File: config.mk
export PLATFORM = sky130hd
export DESIGN_NAME = ved_mult_seq
export DESIGN_NICKNAME = d
export VERILOG_FILES = /design/src/rtl/ved_mult_seq.sv
export SDC_FILE = /design/constraint.sdc
export NUM_CORES = 2
export LEC_CHECK = 0
export CAP_MARGIN = 20
export CELL_PAD_IN_SITES_DETAIL_PLACEMENT = 1
export CELL_PAD_IN_SITES_GLOBAL_PLACEMENT = 1
export CORE_MARGIN = 2
export CORE_UTILIZATION = 45
export DETAILED_ROUTE_END_ITERATION = 6
export PLACE_DENSITY = 0.78
export REMOVE_ABC_BUFFERS = 1
export SETUP_SLACK_MARGIN = 0.15
export SKIP_LAST_GASP = 1
export SYNTH_ARGS = -nofsm -noshare
export SYNTH_HDL_FRONTEND = slang
export SYNTH_HIERARCHICAL = 1
export SYNTH_SLANG_ARGS = --single-unit
export TNS_END_PERCENT = 30
File: constraint.sdc
create_clock -name clk -period 203 [get_ports clk]
set_clock_uncertainty 0.05 [all_clocks]
set_input_delay 30.45 -clock clk [delete_from_list [all_inputs] [get_ports clk]]
set_output_delay 30.45 -clock clk [all_outputs]
set_load 0.02 [all_outputs]
File: src/rtl/ved_mult_seq.sv
// Sequential Urdhva-Tiryagbhyam multiplier: four half-width partial products on one
// shared HxH Vedic core, accumulated over four cycles, with signed mode and valid/ready.

module ved_mult_core #(
  parameter int H = 32
) (
  input  logic [H-1:0]   x,
  input  logic [H-1:0]   y,
  output logic [2*H-1:0] p
);
  // Column sums never exceed H and carries never exceed H, so col stays below 2H+1.
  localparam int CW = $clog2(H) + 2;

  logic [CW-1:0] col;
  logic [CW-1:0] carry;

  // Vertically-and-crosswise: column k sums every x[i]&y[j] with i+j==k, then ripples carry up.
  always_comb begin
    // NOTE: every variable written here gets a default first so no latch can be inferred.
    p     = '0;
    col   = '0;
    carry = '0;
    for (int k = 0; k < 2*H-1; k++) begin
      col = carry;
      for (int i = 0; i < H; i++) begin
        if ((k - i >= 0) && (k - i < H)) col = col + CW'(x[i] & y[k-i]);
      end
      p[k]  = col[0];
      carry = col >> 1;
    end
    p[2*H-1] = carry[0];
  end
endmodule

module ved_mult_seq #(
  parameter int WIDTH  = 64,
  parameter int SIGNED = 1
) (
  input  logic                 clk,
  input  logic                 rst_n,
  input  logic                 in_valid,
  output logic                 in_ready,
  input  logic [WIDTH-1:0]     a,
  input  logic [WIDTH-1:0]     b,
  input  logic                 signed_mode,
  output logic                 out_valid,
  input  logic                 out_ready,
  output logic [2*WIDTH-1:0]   result,
  output logic                 busy
);
  localparam int H  = WIDTH / 2;
  localparam int W2 = 2 * WIDTH;
  localparam logic SGN_EN = (SIGNED != 0);

  typedef enum logic [2:0] {IDLE, PP0, PP1, PP2, PP3, DONE} state_t;

  state_t            state;
  logic [WIDTH-1:0]  ma;
  logic [WIDTH-1:0]  mb;
  logic              neg;
  logic [W2-1:0]     acc;

  logic              sm;
  logic              accept;
  logic [WIDTH-1:0]  a_mag;
  logic [WIDTH-1:0]  b_mag;
  logic [H-1:0]      core_x;
  logic [H-1:0]      core_y;
  logic [WIDTH-1:0]  pp;
  logic [W2-1:0]     pp_ext;
  logic [W2-1:0]     sum_final;

  assign sm       = signed_mode & SGN_EN;
  // in_ready is forced low while reset is held, even though state already reads IDLE.
  assign in_ready = rst_n & ((state == IDLE) | ((state == DONE) & out_ready));
  assign accept   = in_valid & in_ready;
  assign busy     = (state != IDLE);

  // Negating -2^(W-1) wraps back to itself, which read as unsigned is the correct magnitude.
  assign a_mag = (sm & a[WIDTH-1]) ? -a : a;
  assign b_mag = (sm & b[WIDTH-1]) ? -b : b;

  always_comb begin
    core_x = ma[H-1:0];
    core_y = mb[H-1:0];
    case (state)
      PP1:     begin core_x = ma[WIDTH-1:H]; core_y = mb[H-1:0];     end
      PP2:     begin core_x = ma[H-1:0];     core_y = mb[WIDTH-1:H]; end
      PP3:     begin core_x = ma[WIDTH-1:H]; core_y = mb[WIDTH-1:H]; end
      default: begin core_x = ma[H-1:0];     core_y = mb[H-1:0];     end
    endcase
  end

  ved_mult_core #(.H(H)) u_core (
    .x (core_x),
    .y (core_y),
    .p (pp)
  );

  assign pp_ext    = W2'(pp);
  assign sum_final = acc + (pp_ext << WIDTH);

  always_ff @(posedge clk or negedge rst_n) begin
    // NOTE: every state register is cleared by reset so an aborted product leaves no trace.
    if (!rst_n) begin
      state     <= IDLE;
      ma        <= '0;
      mb        <= '0;
      neg       <= 1'b0;
      acc       <= '0;
      result    <= '0;
      out_valid <= 1'b0;
    end else if (accept) begin
      // NOTE: non-blocking assignments so every register samples pre-edge values.
      ma        <= a_mag;
      mb        <= b_mag;
      neg       <= sm & (a[WIDTH-1] ^ b[WIDTH-1]);
      acc       <= '0;
      out_valid <= 1'b0;
      state     <= PP0;
    end else begin
      case (state)
        PP0: begin
          acc   <= acc + pp_ext;
          state <= PP1;
        end
        PP1: begin
          acc   <= acc + (pp_ext << H);
          state <= PP2;
        end
        PP2: begin
          acc   <= acc + (pp_ext << H);
          state <= PP3;
        end
        PP3: begin
          result    <= neg ? -sum_final : sum_final;
          out_valid <= 1'b1;
          state     <= DONE;
        end
        DONE: begin
          if (out_ready) begin
            out_valid <= 1'b0;
            state     <= IDLE;
          end
        end
        default: state <= IDLE;
      endcase
    end
  end
endmodule

# == After elaboration in Yosys (flattened, before gate mapping) ==
# Index checks and enable logic that the tools add are counted.
# totals
output_inout_bits,131
word_cells,2097
register_bits,389
input_bits,133
# op_classes
addsub,1029
n_eq_ne,6
reduce_logical,9
n_bitwise,1033
muxes,13
# op_table
op,count
$add 7x7->7,943
$and 1x1->1,1030
$add 6x7->7,55
$mux 128,2
$pmux 128 s2,1
$add 128x128->128,1
$add 128x64->128,1
$add 128x96->128,1
$mux 64,2
$neg 128->128,1
$neg 64->64,2
$mux 32,2
$add 7x1->7,8
$add 6x1->6,5
$add 5x1->5,4
$pmux 3 s5,1
$add 4x1->4,3
$reduce_bool 3->1,3
$add 6x1->7,1
$add 6x7->7 const A,1
$add 3x1->3,2
$eq 3x2->1 const B,2
$eq 3x3->1 const B,2
$mux 3,2
other kinds (11),15

# == Logic depth before layout (Yosys ltp) ==
# depth
depth_word,1030
mapped_depth,527
depth_no_buf,523

# == Cells and area by module ==
# Netlist, hierarchy kept.
# modules_own_cells
module,seq_area_each_um2,instances,cells_each,area_each_um2
ved_mult_core,0.0,1,4311,37133.1
ved_mult_seq,9734.3,1,4341,34001.4

# == Worst setup path after synthesis ==
# Ideal clock, no wire load.
# synth_path
path_type,register to register
from,reg state[0]
to,reg acc[110]
setup_time_ns,0.119
path_slack_ns,27.367
n_path_buf,5
required_time_ns,202.831
period_less_slack_ns,175.633
stages_incl_launch_ff,497
arrival_ns,175.465
path_cell_list,dfrtp_1 clkbuf_1 nand2b_1 clkbuf_1 clkbuf_1 nand2_1 buf_1 mux2_2 clkbuf_1 and2_1 ha_1 inv_1 fa_1 inv_1 ha_1 ha_1 fa_1 inv_1 (+461 left out) fa_1 fa_1 ha_1 fa_1 fa_1 ha_1 ha_1 xor2_1 xnor2_1 xnor2_1 ha_1 and3_1 a311oi_1 nand2_1 nand4_1 o22ai_1 and3_1 o21a_1
# synth_rtl
element,line_no,text
"start, declared",57,state_t state;
"start signal, assigned",106,state <= IDLE;
"start signal, assigned",120,state <= PP0;
"start signal, assigned",125,state <= PP1;
"end signal, assigned",124,acc <= acc + pp_ext;
"end signal, assigned",128,acc <= acc + (pp_ext << H);
"end signal, assigned",132,acc <= acc + (pp_ext << H);
"end, declared",61,logic [W2-1:0] acc;

==> results.cfg <==
[cells_and_area]
area_growth_pct = 8.55
drive_gt1_share_pct = 3.90
nNetsFinal = 10300
final_cell_mix = 1273 x nand2_1, 1106 x inv_1, 800 x ha_1
layout_commonest_cell = nand2_1

[setup_path]
crit_arrival_ps = 184100
crit_type = flop to flop
critPathTopFamily = adder cells
cp_num_buf_inv = 122
max_stage_delay_ps = 700
startpoint_type = flop
cp_common_cell = fa_1
critPathMaxFanout = 37
end_kind = flop
critPathSlowestCell = nor3b_1
cp.required_ps = 203440

[placed_design]
io_buffer_count = 263
gp_congestion = 0.944
dp_hpwl_mm = 203

[synthesis]
syn_area_um2 = 71100
ys_warn_count = 6
ys_seq_elements = 389
yosysUniqueCellTypes = 106
yosysSeqAreaShare_pct = 13.7
avgSynthCellArea_um2 = 8.22
synthArstFlopShare_pct = 100
syn_inst = 8652
ys.flop_type = dfrtp_1
synth_edf_count = 0

[timing]
finalSetupViolations = 0
setup_tns_ps = 0
period_share_pct = 90.5
period_minus_slack_ps = 183660
finalHoldViolCount = 0
fmax_mhz = 5.44
slew_violations = 0
worst_pin_slew_ps = 1170
rsz0062_at_grt = false
slew_headroom_pct = 21.5

[detailed_routing]
avgViaCountPerCell = 5.98
final_antenna_net_count = 0
drt_wl_total_mm = 271
route.detailed.drc = 0
wl_per_cell_um = 25.3
firstDrtPassIters = 6
drt_iter0_markers = 5203
vias = 64200

[clock_tree]
holdBufCountCts = 0
cts_tree = yes
cts.sink_count = 389
post_cts_resized = 0
clockRootBuffer = clkbuf_16
cts.htree.levels = 2
cts_setup_buffers = 0
cts_buffer_depth = 3
worstSkewPairLatency_ps = 670
cts_buffers = 46
clkSlewWorstSetupHoldPaths_ps = 60

[global_routing]
antenna_found_initial = 12
grt_pass1_wl_mm = 417
grt_pass1_vias = 69500
grt_overflow = 0
grt_max_degree = 123
gr-usage-all-layers_pct = 33.5

[outcome]
status = finished, final reports clean

[floorplanning]
dieArea_um2 = 161000
die_w_um = 402
core_um2 = 157000
dieHeight_um = 402
top_level_ports = 264
fp-row-count = 145
start_util_pct = 45.4

[min_path]
hp-class = flop to flop

[job]
maxCapViolations = 0
==> worst register-to-register path: cells and delay by family (launching register included) <==
family / cells / cell delay [ps]
buffers and inverters: 122 / 8690
DFF: 1 / 480
xor gates and xnor gates: 7 / 1500
muxes: 2 / 450
and+or+nand+nor: 7 / 1820
AOI/OAI and AO/OA: 3 / 830
adders and majority gates: 354 / 169850
==> final timing paths <==
check / startpoint / end / slack (ps) / cells past startpoint
min in group asynchronous: rst_n / result[15] / 29670 / 1
max: state[1] / acc[125] / 19340 / 495
max reg2reg: state[1] / acc[125] / 19340 / 495
min: ma[56] / ma[56] / 430 / 2
min reg2reg: ma[56] / ma[56] / 430 / 2
max in group asynchronous: rst_n / result[118] / 171270 / 3
==> registers in the layout, indices dropped and copies added, names as in the netlist <==
signal / count
result: 128
neg: 1
mb: 64
ma: 64
state: 3
out_valid: 1
acc: 128
==> per-stage QoR <==
stage / setup WS, ps / hold slack [ps] / std cells / instance area [um2] / utilization (%)
floorplan: 21940 / 390 / 8219 / 69500 / -
global placement: 22740 / 406 / 10600 / 75500 / 48.2
detailed placement: 19450 / 418 / 10600 / 75500 / 48.2
CTS: 19030 / 432 / 10700 / 77200 / 49.3
global route: 13330 / 448 / 10700 / 77200 / 49.3
finish: 19340 / 430 / 10700 / 77200 / 49.3
==> cells by family (layout without fill, tap and decap cells) <==
family,count (synthesis),after routing,synth area share (%)
multiplexers,81,81,1.28
other,0,7,0
XOR/XNOR,648,648,8.00
flip-flops,389,389,13.7
buffers and inverters,1540,1557,8.14
adder cells (fa/ha/maj),1567,1567,35.7
AO/OA/AOI/OAI,1787,1787,15.6
AND/OR/NAND/NOR,2640,2640,17.7
==> synth_stat cells (67+ instances only) <==
cell      instances  area (um2)
dfrtp_1         389        9730
xnor2_1         390        3420
clkbuf_1        417        1570
a21o_1          245        1840
nand2_1        1275        4790
o21bai_1         79         593
nor2_1          306        1150
mux2_2           67         754
nand4_1         104         651
nand3_1         116         581
o31ai_1          72         541
and2_1          387        2420
a21oi_1         475        2380
o21ai_0         523        2620
ha_1            800       10000
xor2_1          257        2250
nor3_1           94         470
inv_1          1106        4150
fa_1            767       15400
==> routing by layer <==
| metal | track usage, % | part of all wire, % | vias up |
|---|---|---|---|
| met5 | 0 | 0.013 | - |
| met4 | 17.3 | 6.0 | 6 |
| met3 | 5.06 | 6.8 | 864 |
| met2 | 56.1 | 47 | 2364 |
| met1 | 41.7 | 40 | 32400 |
| li1 | - | - | 28600 |
==> area by class of cell <==
| class | instances | area (um2) |
|---|---|---|
| diodes | 7 | 17.5 |
| clock buffers | 58 | 1290 |
| clock inverters | 26 | 368 |
| fillers | 18800 | 79400 |
| inverters | 1107 | 4160 |
| multi-input cells | 6723 | 55600 |
| flip-flops and latches | 389 | 9740 |
| well taps | 2058 | 2570 |
| repair buffers | 366 | 3430 |
Power is left out: the tool's default activity adds up to more than one toggle a clock period on the data nets, which glitch-free logic cannot reach.
